<file path="src/rtl/adxl362_sample_fetch.sv">
`default_nettype none
// ============================================================================
// adxl362_sample_fetch : SPI burst reader returning one X/Y/Z sample per trigger
// Rev 1.0
// ============================================================================
module adxl362_sample_fetch #(
   parameter int unsigned CLK_DIV    = 4,
   parameter logic [7:0]  START_ADDR = 8'h0E,
   parameter int unsigned GAP_CYCLES = 8
) (
   input  logic        clk,
   input  logic        reset_n,
   input  logic        enable,
   input  logic        trigger,
   output logic        sck_o,
   output logic        ncs_o,
   output logic        mosi_o,
   input  logic        miso_i,
   output logic [15:0] sample_x,
   output logic [15:0] sample_y,
   output logic [15:0] sample_z,
   output logic        sample_valid,
   input  logic        sample_ready,
   output logic        busy,
   output logic        overrun,
   input  logic        clear_overrun
);

   localparam logic [7:0]  READ_CMD = 8'h0B;
   localparam logic [15:0] TX_WORD  = {READ_CMD, START_ADDR};
   localparam logic [7:0]  DIV_LAST = 8'(CLK_DIV - 1);
   localparam logic [7:0]  GAP_LAST = 8'(GAP_CYCLES - 1);

   typedef enum logic [2:0] {
      IDLE     = 3'd0,
      CS_SETUP = 3'd1,
      SHIFT    = 3'd2,
      CS_HOLD  = 3'd3,
      GAP      = 3'd4
   } state_t;

   state_t      state;
   state_t      state_next;
   logic [7:0]  cnt;
   logic [5:0]  bit_cnt;
   logic [15:0] tx_sr;
   logic [47:0] rx_sr;
   logic        trigger_q;
   logic        pending;
   logic        tick;
   logic        start;
   logic        sck_rise;
   logic        sck_fall;
   logic        publish;

   always_ff @(posedge clk or negedge reset_n) begin
      if (!reset_n) state <= IDLE;
      else          state <= state_next;
   end

   always_comb begin
      state_next = state;
      tick       = (cnt == DIV_LAST);
      start      = 1'b0;
      sck_rise   = 1'b0;
      sck_fall   = 1'b0;
      publish    = 1'b0;
      case (state)
         IDLE: begin
            if (pending && enable) begin
               start      = 1'b1;
               state_next = CS_SETUP;
            end
         end
         CS_SETUP: begin
            if (tick) state_next = SHIFT;
         end
         SHIFT: begin
            if (tick) begin
               if (!sck_o) begin
                  sck_rise = 1'b1;
               end else begin
                  sck_fall = 1'b1;
                  if (bit_cnt == 6'd63) state_next = CS_HOLD;
               end
            end
         end
         CS_HOLD: begin
            if (tick) begin
               publish    = 1'b1;
               state_next = GAP;
            end
         end
         GAP: begin
            if (cnt == GAP_LAST) state_next = IDLE;
         end
         default: state_next = IDLE;
      endcase
   end

   assign busy = (state != IDLE);

   always_ff @(posedge clk or negedge reset_n) begin
      if (!reset_n) begin
         cnt          <= '0;
         bit_cnt      <= '0;
         tx_sr        <= '0;
         rx_sr        <= '0;
         trigger_q    <= 1'b0;
         pending      <= 1'b0;
         sck_o        <= 1'b0;
         ncs_o        <= 1'b1;
         mosi_o       <= 1'b0;
         sample_x     <= '0;
         sample_y     <= '0;
         sample_z     <= '0;
         sample_valid <= 1'b0;
         overrun      <= 1'b0;
      end else begin
         trigger_q <= trigger;
         // A fresh edge wins over the consume so nothing is lost at start-up.
         if (trigger && !trigger_q) pending <= 1'b1;
         else if (start)            pending <= 1'b0;

         if (state_next != state || state == IDLE) cnt <= '0;
         else if (tick && state != GAP)            cnt <= '0;
         else                                      cnt <= cnt + 8'd1;

         if (start) begin
            ncs_o   <= 1'b0;
            mosi_o  <= TX_WORD[15];
            tx_sr   <= {TX_WORD[14:0], 1'b0};
            bit_cnt <= '0;
         end

         if (sck_rise) begin
            sck_o <= 1'b1;
            if (bit_cnt >= 6'd16) rx_sr <= {rx_sr[46:0], miso_i};
         end

         if (sck_fall) begin
            sck_o   <= 1'b0;
            bit_cnt <= bit_cnt + 6'd1;
            mosi_o  <= tx_sr[15];
            tx_sr   <= {tx_sr[14:0], 1'b0};
         end

         // Received byte order is XL, XH, YL, YH, ZL, ZH.
         if (publish) begin
            ncs_o    <= 1'b1;
            sample_x <= {rx_sr[39:32], rx_sr[47:40]};
            sample_y <= {rx_sr[23:16], rx_sr[31:24]};
            sample_z <= {rx_sr[7:0],   rx_sr[15:8]};
         end

         if (publish)                           sample_valid <= 1'b1;
         else if (sample_valid && sample_ready) sample_valid <= 1'b0;

         if (publish && sample_valid && !sample_ready) overrun <= 1'b1;
         else if (clear_overrun)                       overrun <= 1'b0;
      end
   end

endmodule
`default_nettype wire

</file>
<file path="config.mk">
export PLATFORM = sky130hd
export DESIGN_NAME = adxl362_sample_fetch
export DESIGN_NICKNAME = d
export VERILOG_FILES = /design/src/rtl/adxl362_sample_fetch.sv
export SDC_FILE = /design/constraint.sdc
export NUM_CORES = 1
export LEC_CHECK = 0
export CAP_MARGIN = 20
export CORE_MARGIN = 4
export CORE_UTILIZATION = 35
export DETAILED_ROUTE_END_ITERATION = 8
export PLACE_DENSITY_LB_ADDON = 0.05
export REMOVE_ABC_BUFFERS = 1
export SYNTH_ARGS = -nofsm -noshare
export SYNTH_HDL_FRONTEND = slang
export SYNTH_SLANG_ARGS = --single-unit
</file>
<file path="constraint.sdc">
create_clock -name clk -period 5.4 [get_ports clk]
set_input_delay 0.81 -clock clk [delete_from_list [all_inputs] [get_ports clk]]
set_output_delay 0.81 -clock clk [all_outputs]
set_load 0.03 [all_outputs]
</file>
# Word-level counts from Yosys, hierarchy flattened
# Index checks and enable logic that the tools add are counted.
# word_totals
regBits	136
inputBits	7
out_inout_bits	54
wordCells	79
# op_classes
addsub	2
order_cmp	1
eq_ne	9
muxes	34
reduce_logical	18
# ops
op	n
$mux 16	2
$mux 3	7
$mux 1	20
$mux 8	2
$pmux 3 s5	1
$mux 6	2
$reduce_bool 2->1	6
$add 8x1->8 const B	1
$eq 8x2->1 const B	1
$eq 8x3->1 const B	1
$add 6x1->6 const B	1
$eq 3x2->1 const B	2
$eq 6x6->1 const B	1
$ge 6x5->1 const B	1
$logic_and 1x1->1	6
$eq 3x1->1 const B	1
$eq 3x3->1 const B	1
$logic_not 3->1	1
$ne 3x3->1	1
$ne 3x3->1 const B	1
$reduce_bool 3->1	1
$logic_not 1->1	2
$reduce_and 2->1	1
$logic_or 1x1->1	1

# Depth between registers and ports, before layout
# Gate-level depths: netlist of the first run.
# depth
ltp_word	8
ltp_mapped	7
ltp_nobuf	5

# Worst setup path after synthesis of the first run
# OpenSTA, ideal clock, no wires.
# synth_path
kind	register to register
startpoint	register cnt[0]
endpoint	register rx_sr[10]
setup_ns	0.127
arrival_ns	1.935
t_required_ns	5.273
slack_ns	3.338
path_stages_with_launch	8
n_path_buf	2
period_less_slack_ns	2.062
cell_sequence	dfrtp_1 -> ha_1 -> nor4b_4 -> nand3_2 -> nor3_2 -> buf_6 -> buf_12 -> mux2_1
# synth_via
elab_chain_cells	4
# synth_rtl
item	line_no	source
start, declared	44	logic [7:0] cnt;
start signal, assigned	127	else cnt <= cnt + 8'd1;
$eq 8x2->1	63	tick = (cnt == DIV_LAST);
$mux 1	79	if (tick) begin
$mux 1	68	case (state)
$reduce_and 2->1 (no line)	-	
end signal, assigned	138	if (bit_cnt >= 6'd16) rx_sr <= {rx_sr[46:0], miso_i};
end, declared	47	logic [47:0] rx_sr;
# No other way between the ends.
# A chain may end at the register's enable or synchronous reset.

# Final worst setup path of the first run
# layout_path
startpoint	register cnt[0]
endpoint	register rx_sr[27]
# Same word-level chain as after synthesis.

==> flow_summary.ini, run 1 <==
[status]
status = finished clean

[place]
dp_hpwl_mm = 5.76
gp_congestion = 0.718
io_buffers = 60

[sta]
tightest_slew_ps = 858
fin_setup_tns_ps = 0
hold_viol = 0
period_minus_slack_ps = 2820
setup_viol = 0
fin_skew_ps = 9.21
grt_setup_unrepaired = false
fin_crit_sh_pct = 52.2
maxSlewHeadroom_pct = 42.8
fmax_mhz = 354
hold_ws_ps = 427
report.final.slew_viol_count = 0

[route]
ant_nets = 0
via_per_inst = 4.82
route.detailed.drc = 0
first_iter_violations = 180
num_vias = 2976
wl_per_cell_um = 15.1
finalWirelength_mm = 9.36
first_pass_iters = 4

[finish]
diodes = 0
mostFrequentLayoutCells = dfrtp_1 (133), mux2_2 (76), clkdlybuf4s50_1 (59)
area_growth_pct = 25.3
layout_commonest_cell = dfrtp_1
final_layout_size_suffix_gt1_share_pct = 26.0
n_fill_cell = 1325
fin_util_pct = 44.9
nets = 430

[synth]
muxShareOfSynthArea_pct = 20.7
syn_inst = 354
synth_top_family_by_area = multiplexers
syn_area_um2 = 5230
syn_avg_cell_area_um2 = 14.8
ys_seq_area_share_pct = 64.2
yosys.area.top_type = dfrtp_1
synth_compound_area_share_pct = 4.57
ys_seq_elements = 134
synth-xor-area-share_pct = 1.34
synthSimpleGateAreaFrac_pct = 6.18
ys_warn_count = 0
ys.flop_type = dfrtp_1
yosysTopAreaCellShare_pct = 63.7
synth.distinct_cells = 39
synth_edf_count = 0
async_reset_ff_share_pct = 100
synth_area_leaders = dfrtp_1 (64%), mux2_2 (16%), mux2_1 (4.3%)
synth_fa_ha_area_share_pct = 0.479

[power]
power_density_nw_per_um2 = 327
vdd_drop_max_mv = 0.204
combinationalPowerShare_pct = 1.2
switchingPower_w = 0.000426
seqPwrFrac_pct = 47.2
swShare_pct = 19.9
p_leak_nw = 3.15
clkPwrFrac_pct = 51.6
p_int_w = 0.00171

[worst_setup_path]
crit_type = flip-flop to flip-flop
critPathMaxFanout = 37
endpoint_kind = flip-flop
crit_path_start_kind = flip-flop
cp.required_ps = 5690
crit_path_start = cnt[0]
worstReg2RegStart = cnt[0]
arrival_ps = 3110

[floorplanning]
core-area_um2 = 14600
die_y_um = 130
fp.dieW_um = 130
num_io_pins = 61
initial_core_util_pct = 35.8
die-area_um2 = 17000
num_rows = 44

[cts]
post_cts_resized = 0
clockRootBuffer = clkbuf_16
cts.sinks = 134
cts-buffers-inserted = 17
clkTransAtPathRegs_ps = 50
cts_tree = built
clk_latency_ps = 410
h-tree-depth = 4
cts_setup_buffers = 0
cts.path.max_buffers = 2
cts_hold_buf = 0

[global_route]
grt_util_all_layers_pct = 12.3
grt_pass1_vias = 3095
grt_start_max_net_pins = 92
grt_pass1_wl_mm = 16.0
antenna_found_initial = 0
overflow = 0

[worst_hold_path]
min-delay-path-class = flip-flop to flip-flop
min_from = trigger_q

[flow_run]
cap_viol_max_count = 0
per-layer routing:
layer	track usage (%)	routed length (µm)	up-vias
li1	-	-	1409
met1	16.5	4560	1490
met2	17.6	4180	62
met3	4.87	446	15
met4	5.44	172	0
met5	0	0	-
power groups by stage:
stage               Clock (W)  Sequential [W]  Combinational, W
floorplan                   0         0.00103        0.00000210
global placement            0         0.00103         0.0000281
detailed placement          0         0.00103         0.0000285
CTS                   0.00114         0.00101         0.0000286
global route          0.00119         0.00101         0.0000320
finish                0.00110         0.00101         0.0000263
flip-flops by register name, summed over array words and instances, names as in the netlist:
register	cells
rx_sr	48
sample_x	16
sample_y	16
sample_z	16
tx_sr	14
cnt	8
bit_cnt	6
state	3
mosi_o	1
ncs_o	1
overrun	1
pending	1
sample_valid	1
sck_o	1
trigger_q	1
Yosys cell counts (2+ instances only):
| master | n |
|---|---|
| a21oi_1 | 4 |
| a22o_1 | 10 |
| and3_1 | 5 |
| buf_12 | 2 |
| buf_2 | 4 |
| buf_4 | 2 |
| clkbuf_1 | 6 |
| dfrtp_1 | 133 |
| ha_1 | 2 |
| inv_1 | 7 |
| mux2_1 | 20 |
| mux2_2 | 76 |
| nand2_1 | 13 |
| nand3_1 | 8 |
| nand4_1 | 4 |
| nor2_1 | 17 |
| nor3_1 | 2 |
| nor3_2 | 2 |
| o21ai_0 | 5 |
| o22a_1 | 5 |
| o22ai_1 | 2 |
| o31ai_1 | 2 |
| xnor2_1 | 5 |
| xor2_1 | 3 |
stage by stage:
step / setup WS [ps] / cell area [µm²] / std cells / power [W]
2_1_floorplan: 1810 / 5120 / 339 / 0.00103
3_3_place_gp: 2620 / 5980 / 586 / 0.00106
3_5_place_dp: 2550 / 5980 / 586 / 0.00106
4_1_cts: 2550 / 6550 / 618 / 0.00218
5_1_grt: 2340 / 6550 / 618 / 0.00223
6_report: 2580 / 6550 / 618 / 0.00214
area by class of cell:
type | instances | area (µm²) | area share, %
clock inverters | 9 | 101 | 1.55
inverters | 7 | 26.3 | 0.401
clock buffers | 23 | 468 | 7.15
multi-input cells | 198 | 1740 | 26.6
well taps | 184 | 230 | 3.52
flip-flops and latches | 134 | 3350 | 51.2
repair buffers | 63 | 624 | 9.53
kinds of logic (layout without fill, tap and decap cells):
logic type / count (synthesis) / count (layout)
flip-flops: 134 / 134
multiplexers: 96 / 96
AND/OR/NAND/NOR: 60 / 60
AO/OA/AOI/OAI: 32 / 32
buffers and inverters: 22 / 102
XOR/XNOR: 8 / 8
adder cells (fa/ha/maj): 2 / 2
path summary, 6_finish.rpt:
path	end	slack (ps)	cells past startpoint
min in group asynchronous	sample_y[10]	450	1
worst min register to register	pending	430	1
worst max register to register	rx_sr[27]	2580	6
worst max-delay path	rx_sr[27]	2580	6
worst min-delay path	pending	430	1
max in group asynchronous	rx_sr[11]	3910	2
worst max-delay path, cell delays in order (launching register included):
cell,delay (ps)
dfrtp_1,380
ha_1,240
nor4b_4,420
nand3_2,190
nor3_4,530
buf_4,530
mux2_2,390
No activity file was read; power rests on OpenSTA's default activity.
==> run 2, diff against run 1 <==
==> constraint.sdc (replaced) <==
create_clock -name clk -period 2.4 [get_ports clk]
set_input_delay 0.36 -clock clk [delete_from_list [all_inputs] [get_ports clk]]
set_output_delay 0.36 -clock clk [all_outputs]
set_load 0.03 [all_outputs]
==> run 2 against run 1 <==
  * Worst hold slack better by 6.0 ps
  * Clock skew is 3.0 ps lower
  * Largest power group unchanged
  * Combinational power is 150% higher
  * Cell area increased by 1.5%
  * Clock-buffer cell count grew 1
  * Sequential power up 120%
  * Die area unchanged
  * Register-to-register slack lost 2200 ps
  * Highest routed layer unchanged
  * Via count is 0.47% higher
  * Wire length rose by 0.19%
  * Largest cell class unchanged
==> flow_summary.ini, run 2 (synthesized netlist as in run 1, its figures left out) <==
[place]
dp_hpwl_mm = 6.04
dp_cells = 595
place_ws_ps = 354
io_buffers = 60
gp_congestion = 0.713
dpl_cell_area_um2 = 6080

[finish]
nets = 440
regMostFlops = rx_sr
diodes = 0
finalNonFillerCells = 628
final_layout_size_suffix_gt1_share_pct = 27.5
layout_commonest_cell = dfrtp_1
mostFrequentLayoutCells = dfrtp_1 (133), mux2_2 (76), clkdlybuf4s50_1 (59)
area_growth_pct = 27.1
stdcell_area_um2 = 6650
largest_reg_flops = 48

[sta]
report.final.slew_viol_count = 0
fin_skew_ps = 6.18
layout_setup_ws_ps = 192
setup_viol = 0
tightest_slew_ps = 605
hold_viol = 0
grt_setup_unrepaired = false
fmax_mhz = 453
period_minus_slack_ps = 2210
fin_crit_sh_pct = 92.0
maxSlewHeadroom_pct = 59.7

[cts]
cts_tree = built
cts-buffers-inserted = 17
cts.path.max_buffers = 2
clockRootBuffer = clkbuf_16
h-tree-depth = 4
clkTransAtPathRegs_ps = 50
cts_setup_buffers = 0
clk_latency_ps = 410
cts.sinks = 134

[worst_setup_path]
critPathMaxFanout = 9
endpoint_kind = output pin
arrival_ps = 1850
cp.required_ps = 2040
r2r_setup_slack_ps = 350
worstReg2RegStart = cnt[0]
r2r_cells = 6
slowest_stage = clkdlybuf4s50_1
crit_family = buffers and inverters
path_cells = nor3_2 -> inv_1 -> clkdlybuf4s50_1
crit_type = flip-flop to output pin
crit_path_start_kind = flip-flop
cp_num_buf_inv = 2
critical-path-max-stage-delay_ps = 590
regToRegEndpoint = rx_sr[27]
cp.depth = 3

[worst_hold_path]
holdPathStages = 1
min-delay-path-class = flip-flop to flip-flop
min_from = trigger_q
hold_path_end = pending

[floorplanning]
core-area_um2 = 14600
die-area_um2 = 17000
initial_core_util_pct = 35.8
fp.dieW_um = 130
num_io_pins = 61
num_rows = 44
die_y_um = 130

[route]
ant_nets = 0
finalWirelength_mm = 9.37
via_per_inst = 4.76
wl_per_cell_um = 14.9
first_iter_violations = 114
route.detailed.drc = 0
num_vias = 2990
first_pass_iters = 4

[status]
status = finished clean

[power]
finalPower_w = 0.00472
p_leak_nw = 3.19
power_density_nw_per_um2 = 710
seqPwrFrac_pct = 48.1
p_int_w = 0.00376
combinationalPowerShare_pct = 1.4
clkPwrFrac_pct = 50.5
vdd_drop_max_mv = 0.452
swShare_pct = 20.4
switchingPower_w = 0.000962

[global_route]
grt_start_max_net_pins = 67
grt_pass1_vias = 3270
gr-usage-met2_pct = 18.2
antenna_found_initial = 0
use_met3_pct = 5.03
grt_busiest_layer = met2
grt_use_met1_pct = 15.9
overflow = 0
grt_pass1_wl_mm = 16.1
grt_util_all_layers_pct = 12.3

[flow_run]
cap_viol_max_count = 0
[run 2: cell types whose count changed in the layout (fill, tap and decap cells not counted), moves of 2 or more]
| cell | previous run | this run |
|---|---|---|
| buf_4 | 3 | 9 |
| clkinv_2 | 5 | 3 |
| clkinvlp_4 | 1 | 4 |
| buf_12 | 0 | 3 |
[run 2: layout make-up]
class / instances / area [µm²]
timing repair buffer: 73 / 739
clock buffer: 24 / 472
sequential: 134 / 3350
fill: 1318 / 7940
clock inverter: 8 / 75.1
tap: 184 / 230
multi-input combinational: 198 / 1750
inverter: 7 / 26.3
[run 2: routing by layer]
metal | share of wire [%] | wire length, µm | vias up
met2 | 45 | 4250 | 48
met5 | 0 | 0 | -
met1 | 48 | 4470 | 1514
met3 | 5.2 | 490 | 14
li1 | - | - | 1414
met4 | 1.7 | 164 | 0
[run 2: through the flow]
step	hold WS, ps	util [%]	setup TNS (ps)
finish	433	45.6	0
global route	445	45.6	0
CTS	431	45.5	0
detailed placement	394	41.7	0
global placement	392	41.7	0
floorplan	64.4	-	-101900
[run 2: worst max-delay path by stage]
stage                         from        end
after floorplan             cnt[0]   rx_sr[0]
after global placement      cnt[0]  rx_sr[33]
after detailed placement    cnt[0]   rx_sr[2]
after CTS                 state[2]       busy
after global routing      state[2]       busy
final                     state[2]       busy
[run 2: timing repair]
action | 4_1_cts | 5_1_grt
setup endpoints to repair | 0 | 1
hold endpoints to repair | 62 | 0
gates resized for setup | 0 | 1
hold buffers | 1 | 0
[run 2: power groups by stage]
stage	sequential (W)	clock, W	combinational (W)
global placement	0.00231	0	0.0000679
detailed placement	0.00231	0	0.0000687
CTS	0.00227	0.00246	0.0000702
global route	0.00227	0.00258	0.0000775
finish	0.00227	0.00238	0.0000649
floorplan	0.00231	0	0.00000473
